$ cat src/rtl/stw_sweep_controller.sv
// STW sweep controller: runs self-test words through every PE
// of the systolic array and records per-PE pass/fail.
//
// Ports:
//   clk, rst          clock, async active-high reset
//   sweep_start       sweep request (sampled in IDLE)
//   array_idle        array is between tiles; gates sweep start
//   sweep_abort       abandon sweep, return to IDLE, no done
//   sweep_busy        high whenever not IDLE
//   sweep_done        one-cycle pulse on normal completion
//   fault_map         sticky per-PE fault bits
//   stw_mult_op1/op2  broadcast multiplier operands
//   stw_add_op        broadcast addend
//   stw_expected      broadcast expected result
//   stw_load_en       one-hot per-PE load strobe
//   stw_start         one-hot per-PE start strobe
//   stw_complete      per-PE complete (1 when idle)
//   stw_result        per-PE pass flag
//   timeout_map       per-PE watchdog hits (STW_TIMEOUT_EN only)
//
// Optional: define STW_TIMEOUT_EN to add the wait watchdog.
module stw_sweep_controller #(
  parameter int          WORD_SIZE      = 16,
  parameter int          NUM_PE         = 16,
  parameter int          NUM_VECTORS    = 4,
  parameter logic [15:0] SEED           = 16'hACE1,
  parameter int          TIMEOUT_CYCLES = 15
) (
  input  logic                 clk,
  input  logic                 rst,
  input  logic                 sweep_start,
  input  logic                 array_idle,
  input  logic                 sweep_abort,
  output logic                 sweep_busy,
  output logic                 sweep_done,
  output logic [NUM_PE-1:0]    fault_map,
  output logic [WORD_SIZE-1:0] stw_mult_op1,
  output logic [WORD_SIZE-1:0] stw_mult_op2,
  output logic [WORD_SIZE-1:0] stw_add_op,
  output logic [WORD_SIZE-1:0] stw_expected,
  output logic [NUM_PE-1:0]    stw_load_en,
  output logic [NUM_PE-1:0]    stw_start,
  input  logic [NUM_PE-1:0]    stw_complete,
  input  logic [NUM_PE-1:0]    stw_result
`ifdef STW_TIMEOUT_EN
  ,
  output logic [NUM_PE-1:0]    timeout_map
`endif
);

  localparam int PW = (NUM_PE > 1) ? $clog2(NUM_PE) : 1;
  localparam int VW = (NUM_VECTORS > 1) ? $clog2(NUM_VECTORS) : 1;

  typedef enum logic [2:0] {
    IDLE, LOAD, START, WAIT_ACK, WAIT_DONE, CHECK, DONE
  } state_t;

  state_t          state;
  logic [PW-1:0]   pe_idx;
  logic [VW-1:0]   vec_idx;
  logic [15:0]     lfsr;
  logic [15:0]     lfsr_nxt;
  logic            pe_last;
  logic            vec_last;
  logic [PW-1:0]   pe_inc;

  // x^16+x^14+x^13+x^11+1, Fibonacci form, shifting left
  assign lfsr_nxt = {lfsr[14:0],
                     lfsr[15] ^ lfsr[13] ^ lfsr[12] ^ lfsr[10]};
  assign pe_last  = (pe_idx == PW'(NUM_PE - 1));
  assign vec_last = (vec_idx == VW'(NUM_VECTORS - 1));
  assign pe_inc   = pe_idx + PW'(1);

  // 16-bit LFSR value truncated or zero-extended to the datapath
  function automatic logic [WORD_SIZE-1:0] fit(input logic [15:0] v);
    logic [WORD_SIZE+15:0] t;
    t = {{WORD_SIZE{1'b0}}, v};
    return t[WORD_SIZE-1:0];
  endfunction

  function automatic logic [15:0] rotl5(input logic [15:0] v);
    return {v[10:0], v[15:11]};
  endfunction

  function automatic logic [WORD_SIZE-1:0] calc(
    input logic [WORD_SIZE-1:0] a,
    input logic [WORD_SIZE-1:0] b,
    input logic [WORD_SIZE-1:0] c
  );
    logic [WORD_SIZE-1:0] r;
    r = a * b + c;
    return r;
  endfunction

  function automatic logic [NUM_PE-1:0] onehot(input logic [PW-1:0] i);
    logic [NUM_PE-1:0] r;
    r    = '0;
    r[i] = 1'b1;
    return r;
  endfunction

`ifdef STW_TIMEOUT_EN
  localparam int TW = $clog2(TIMEOUT_CYCLES + 1);
  logic [TW-1:0] tcnt;
  logic          t_hit;
  assign t_hit = (tcnt == TW'(TIMEOUT_CYCLES - 1));
`endif

  always_ff @(posedge clk or posedge rst) begin
    if (rst) begin
      state        <= IDLE;
      pe_idx       <= '0;
      vec_idx      <= '0;
      lfsr         <= SEED;
      sweep_busy   <= 1'b0;
      sweep_done   <= 1'b0;
      fault_map    <= '0;
      stw_mult_op1 <= '0;
      stw_mult_op2 <= '0;
      stw_add_op   <= '0;
      stw_expected <= '0;
      stw_load_en  <= '0;
      stw_start    <= '0;
`ifdef STW_TIMEOUT_EN
      timeout_map  <= '0;
      tcnt         <= '0;
`endif
    end else begin
      sweep_done  <= 1'b0;
      stw_load_en <= '0;
      stw_start   <= '0;
      if (sweep_abort) begin
        state      <= IDLE;
        sweep_busy <= 1'b0;
      end else begin
        unique case (state)
          IDLE: begin
            if (sweep_start && array_idle) begin
              state        <= LOAD;
              sweep_busy   <= 1'b1;
              fault_map    <= '0;
              pe_idx       <= '0;
              vec_idx      <= '0;
              lfsr         <= SEED;
              stw_mult_op1 <= fit(SEED);
              stw_mult_op2 <= fit(rotl5(SEED));
              stw_add_op   <= fit(~SEED);
              stw_expected <= calc(fit(SEED), fit(rotl5(SEED)),
                                   fit(~SEED));
              stw_load_en  <= onehot('0);
`ifdef STW_TIMEOUT_EN
              timeout_map  <= '0;
`endif
            end
          end
          LOAD: begin
            state     <= START;
            stw_start <= onehot(pe_idx);
          end
          START: begin
            state <= WAIT_ACK;
`ifdef STW_TIMEOUT_EN
            tcnt  <= '0;
`endif
          end
          WAIT_ACK, WAIT_DONE: begin
`ifdef STW_TIMEOUT_EN
            tcnt <= tcnt + TW'(1);
            if (t_hit) begin
              fault_map[pe_idx]   <= 1'b1;
              timeout_map[pe_idx] <= 1'b1;
              vec_idx             <= '0;
              if (pe_last) begin
                state      <= DONE;
                sweep_done <= 1'b1;
              end else begin
                pe_idx      <= pe_inc;
                state       <= LOAD;
                stw_load_en <= onehot(pe_inc);
              end
            end else
`endif
            if (state == WAIT_ACK && !stw_complete[pe_idx])
              state <= WAIT_DONE;
            else if (state == WAIT_DONE && stw_complete[pe_idx])
              state <= CHECK;
          end
          CHECK: begin
            lfsr         <= lfsr_nxt;
            stw_mult_op1 <= fit(lfsr_nxt);
            stw_mult_op2 <= fit(rotl5(lfsr_nxt));
            stw_add_op   <= fit(~lfsr_nxt);
            stw_expected <= calc(fit(lfsr_nxt),
                                 fit(rotl5(lfsr_nxt)),
                                 fit(~lfsr_nxt));
            if (!stw_result[pe_idx] || vec_last) begin
              // a failing PE skips its remaining vectors
              if (!stw_result[pe_idx])
                fault_map[pe_idx] <= 1'b1;
              vec_idx <= '0;
              if (pe_last) begin
                state      <= DONE;
                sweep_done <= 1'b1;
              end else begin
                pe_idx      <= pe_inc;
                state       <= LOAD;
                stw_load_en <= onehot(pe_inc);
              end
            end else begin
              vec_idx     <= vec_idx + VW'(1);
              state       <= LOAD;
              stw_load_en <= onehot(pe_idx);
            end
          end
          DONE: begin
            state      <= IDLE;
            sweep_busy <= 1'b0;
          end
          default: begin
            state      <= IDLE;
            sweep_busy <= 1'b0;
          end
        endcase
      end
    end
  end

endmodule

$ cat config.mk
export PLATFORM = sky130hd
export DESIGN_NAME = stw_sweep_controller
export DESIGN_NICKNAME = d
export VERILOG_FILES = /design/src/rtl/stw_sweep_controller.sv
export SDC_FILE = /design/constraint.sdc
export NUM_CORES = 1
export LEC_CHECK = 0
export BUFFER_PORTS_ARGS = -buffer_cell sky130_fd_sc_hd__buf_2
export CAP_MARGIN = 20
export CELL_PAD_IN_SITES_DETAIL_PLACEMENT = 0
export CELL_PAD_IN_SITES_GLOBAL_PLACEMENT = 1
export CORE_MARGIN = 2
export CORE_UTILIZATION = 44
export DETAILED_ROUTE_END_ITERATION = 10
export PLACE_DENSITY = 0.79
export SLEW_MARGIN = 20
export SYNTH_ARGS = -nofsm -noshare
export SYNTH_HDL_FRONTEND = slang
export SYNTH_SLANG_ARGS = --single-unit
export TNS_END_PERCENT = 10
$ cat constraint.sdc
create_clock -name clk -period 8.9 [get_ports clk]
set_clock_uncertainty 0.1 [all_clocks]
set_input_delay 0.445 -clock clk [delete_from_list [all_inputs] [get_ports clk]]
set_output_delay 0.445 -clock clk [all_outputs]
set_load 0.01 [all_outputs]
# Word-level counts from Yosys, hierarchy flattened
# Cells that the tools add are included.
# totals
output_inout_bits	114
word_cells	106
ff_bits	139
# op_classes
n_reduce_logical	17
add_sub_neg	3
order_cmp	4
bitwise_logic	6
n_mul	1
mux	48
n_eq_ne	14
# ops
op	count
16-bit 2-to-1 mux	12
16-bit one-hot mux with 2 select lines	6
3-bit 2-to-1 mux	6
16-bit adder	1
16-bit by 16-bit multiplier with 16-bit output	1
16-bit NOT	1
16-bit OR	1
3-bit one-hot mux with 5 select lines	1
4-bit 2-to-1 mux	3
1-bit 2-to-1 mux	11
4-bit by 5-bit < comparator with 1-bit output (second input constant)	2
5-bit AND reduction	2
1-bit binary-select mux with 4-bit select	2
1-bit demux with 4-bit select	2
4-bit by 1-bit >= comparator with 1-bit output (second input constant)	2
2-bit != test (second input constant)	4
4-bit one-hot mux with 2 select lines	1
3-bit by 2-bit equality test with 1-bit output (second input constant)	2
3-bit equality test (second input constant)	2
1-bit logical AND	5
5-bit OR reduction	1
4-bit by 1-bit adder with 4-bit output (second input constant)	1
4-bit equality test (second input constant)	1
2-bit 2-to-1 mux	2
17 further kinds	21

# Logic depth before layout (Yosys ltp)
# depth
word_depth	9
mapped_depth	24

# Worst setup path before layout
# OpenSTA, ideal clock, no wires.
# synth_timing
path_kind	flip-flop to flip-flop
start	reg lfsr[10]
end	reg stw_expected[15]
synth_period_minus_slack_ns	6.381
path_slack_ns	2.519
stages_incl_launch_ff	23
n_path_buf	2
t_required_ns	8.665
arrival_ns	6.147
cell_sequence	dfstp_2 -> inv_1 -> buf_1 -> ha_1 -> clkbuf_1 -> nor2_1 -> fa_1 -> inv_1 -> fa_1 -> inv_1 -> ha_1 -> ha_1 -> fa_1 -> inv_1 -> fa_1 -> inv_1 -> ha_1 -> or3_1 -> o2111a_1 -> or4_1 -> a31oi_1 -> xnor2_1 -> o21ai_0
# synth_between
elab_chain_cells	4
elab_cells_between_ends	5
# synth_lines
element	line	source
from (decl)	61	logic [15:0] lfsr;
from (signal assigned)	189	lfsr <= lfsr_nxt;
1-bit bitwise XOR	69	lfsr[15] ^ lfsr[13] ^ lfsr[12] ^ lfsr[10]};
16-bit by 16-bit multiplier with 16-bit output or 16-bit NOT (tied branches)	91, 195	
16-bit adder *	91	r = a * b + c;
16-bit one-hot mux with 2 select lines *	136	unique case (state)
to (signal assigned)	148	stw_expected <= calc(fit(SEED), fit(rotl5(SEED)),
to (signal assigned)	193	stw_expected <= calc(fit(lfsr_nxt),
to (decl)	40	output logic [WORD_SIZE-1:0] stw_expected,
# Mark *: on every way between the ends. The rest lies on a longest branch, timed or not.
# A chain may end at the register's enable or synchronous reset.

# Worst setup path after layout
# Ends and elaborated chain as after synthesis.

==> results.txt <==
Net load switching power -> 0.0009789 W
Worst vdd ir -> 159.8 µV
P_int -> 0.001498 W
Largest fanout on the critical path -> 16
Asr flop ratio synth -> 100.0%
Buffers on Ports -> 150
Die height -> 144.3 µm
Initial drt markers -> 474
Filler Cell Count -> 1870
CTS Sinks -> 115
Vias in the first global route -> 6635
CTS tree -> yes
CP peak stage delay -> 660 ps
Slowest CP cell -> ha_1
DR DRC count -> 0
Share of layout cells above drive strength 1 -> 20.91%
Clk buf depth -> 2
Buf/Inv on CP -> 5
Endpoint class of the critical path -> flip-flop
Detailed-route via count -> 6572
Cell family with most CP delay -> adder cells
Yosys top cell by area -> dfrtp_1
Chip Width -> 144.3 µm
Slew Viols, Final -> 0
Max cap viols -> 0
Critical Path Start Type -> flip-flop
Core footprint -> 19400 µm²
Final GP Congestion -> 0.8522
Most used cell, CP -> fa_1
F_max -> 147.5 MHz
Hold Slack -> 240.4 ps
Status -> complete, no violations
Ys Warns -> 0
HPWL Detailed -> 16390 µm
Ant diodes -> 0
Post-CTS sizing -> 0
Combinational share of power -> 48.5%
Worst Hold Class -> in2reg
Synth top area cells -> dfrtp_1 (31%), fa_1 (20%), ha_1 (8.2%)
Number of flops mapped to enable cells by yosys -> 0
Clk pwr share -> 29.0%
TNS Setup -> 0 ps
CP Class -> reg2reg
# rows -> 51
Hold_buf cts -> 1
Clk root buf -> clkbuf_16
DR pass1 iterations -> 5
Final setup viols -> 0
Netlist Area Pre-Place -> 8660 µm²
Drt wl/cell -> 17.07 µm
Sequential share of the synthesized area -> 33.35%
RSZ-0062 raised after global routing -> false
GR Overflow Total -> 0
Crit path cell chain -> inv_1 > ha_1 > inv_1 > nand2_1 > fa_1 > fa_1 > fa_1 > fa_1 > inv_1 > fa_1 > inv_1 > fa_1 > inv_1 > ha_1 > o2111a_1 > or4_1 > a31oi_1 > xnor2_1 > o21ai_0
Reg power frac -> 22.5%
Area share of the leading cell type in the synthesized netlist -> 30.92%
Final Critical Period -> 6780 ps
Final Cycle Share -> 76.18%
Switching Fraction -> 39.53%
Worst slew margin -> 39.27%
Num CTS Buffers -> 17
Library cells used by synthesis -> 49
Crit path arrival time -> 6970 ps
Cells after synthesis -> 912
#FFs+latches synth -> 115
Final net count -> 1206
Die Area -> 20820 µm²
PD cells -> 245.9 nW/µm²
DRT Wirelength -> 22240 µm
Tightest Pin Transition -> 911.0 ps
Mapped Avg Cell Area -> 9.495 µm²
Clock transition at the registers of the reported paths -> 60 ps
Initial Util -> 44.64%
Crit path required time -> 9090 ps
Initial antenna violation count -> 0
CTS H-tree lvls -> 4
Synth Flop Type -> dfrtp_1
Leak Pwr -> 5.135 nW
Area grow syn2layout -> 16.30%
Global-route wire length before repair -> 35740 µm
Post-CTS setup buffers -> 0
Hold Vio Cnt, Final -> 0
Clock Latency Late Sink -> 420 ps
# IOs -> 151
Tot GR Track Use -> 22.71%
Largest net degree at the start of global routing -> 83
Routed Antenna Nets -> 0
Vias/cell -> 5.044
-- area by class of cell --
| cell class | count | area (µm²) | share of cell area (%) |
|---|---|---|---|
| repair buffers | 158 | 817.0 | 8.113 |
| multi-input cells | 579 | 4837 | 48.03 |
| clock inverters | 13 | 163.9 | 1.628 |
| flip-flops and latches | 115 | 2888 | 28.67 |
| inverters | 154 | 580.6 | 5.765 |
| well taps | 265 | 331.6 | 3.292 |
| clock buffers | 19 | 452.9 | 4.497 |
-- state kept, by name, summed over array words and instances (netlist names) --
| name | count |
|---|---|
| lfsr | 8 |
| stw_add_op | 16 |
| state | 3 |
| stw_load_en | 16 |
| stw_mult_op1 | 15 |
| sweep_busy | 1 |
| stw_start | 16 |
| pe_idx | 4 |
| sweep_done | 1 |
| vec_idx | 2 |
| fault_map | 16 |
| stw_mult_op2 | 1 |
| stw_expected | 16 |
-- placed cells by master, fill, tap and decap left out, drive strengths merged, types with 3 or more instances in the layout --
cell / n
nand3: 12
fa: 87
nand2: 75
dfrtp: 107
xor2: 8
a22oi: 7
ha: 57
nor3: 3
nor2: 138
nor2b: 4
inv: 156
a31oi: 39
a21oi: 31
clkbuf: 19
dfstp: 8
a22o: 3
o21a: 3
nand2b: 6
clkinv: 9
xnor2: 22
buf: 157
and2: 21
mux4: 8
o21ai: 28
o22ai: 5
-- metrics by stage --
stage	total power [W]	cell area [µm²]	util, %	setup WS [ps]	instances
3_5_place_dp	0.001775	9440	48.66	2118	1270
2_1_floorplan	0.001472	8663	-	2519	913
4_1_cts	0.002502	10070	51.90	2123	1303
6_report	0.002476	10070	51.92	2120	1303
3_3_place_gp	0.001767	9440	48.66	2225	1270
5_1_grt	0.002693	10070	51.92	1810	1303
-- path summary, 6_finish.rpt --
kind	from	endpoint	slack (ps)	cells after the start
max in group asynchronous	rst	stw_mult_op1[3]$_DFFE_PP0P_	7100	4
min in group asynchronous	rst	stw_expected[7]$_DFFE_PP0P_	500	3
worst max-delay path	lfsr[10]$_DFFE_PP1P_	stw_expected[15]$_DFFE_PP0P_	2120	19
worst min-delay path	sweep_abort	state[2]$_DFFE_PP0P_	240	2
worst min register to register	stw_add_op[10]$_DFFE_PP0P_	stw_add_op[10]$_DFFE_PP0P_	370	1
worst max register to register	lfsr[10]$_DFFE_PP1P_	stw_expected[15]$_DFFE_PP0P_	2120	19
-- synthesized netlist by cell type (4+ instances only) --
cell type and number:
a31oi_1 38, mux4_2 8, fa_1 87, nand2b_1 6
xor2_1 8, o22ai_1 5, nor2_1 138, nand3_1 11
a22oi_1 7, clkinv_1 4, nor2b_1 4, o21ai_0 26
buf_2 4, dfstp_2 8, nand2_1 75, buf_4 25
clkbuf_1 32, and2_1 21, inv_1 149, dfrtp_1 107
ha_1 57, a21oi_1 31, xnor2_1 22
-- metal layers --
metal,track usage (%),routed length (µm),up-vias,share of wire [%]
li1,-,-,3069,-
met1,30.34,9635,3287,43
met2,37.94,11260,183,51
met3,4.007,979,33,4.4
met4,7.052,367,0,1.6
met5,0,0,-,0
-- power groups by stage --
stage | combinational [W] | sequential, W | clock [W]
after floorplan | 0.000907 | 0.000565 | 0
after global placement | 0.00120 | 0.000565 | 0
after detailed placement | 0.00121 | 0.000565 | 0
after CTS | 0.00122 | 0.000556 | 0.000727
after global routing | 0.00138 | 0.000559 | 0.000752
final | 0.00120 | 0.000556 | 0.000718
-- cell families after synthesis --
family          share of synthesized area (%)
buf+inv                                 10.89
mux                                     2.341
other cells                           0.04330
fa+ha+maj                               28.35
simple gates                            12.99
xor+xnor                                3.034
flops                                   33.35
compound gates                          9.002
Power figures use the tool's default switching activity.
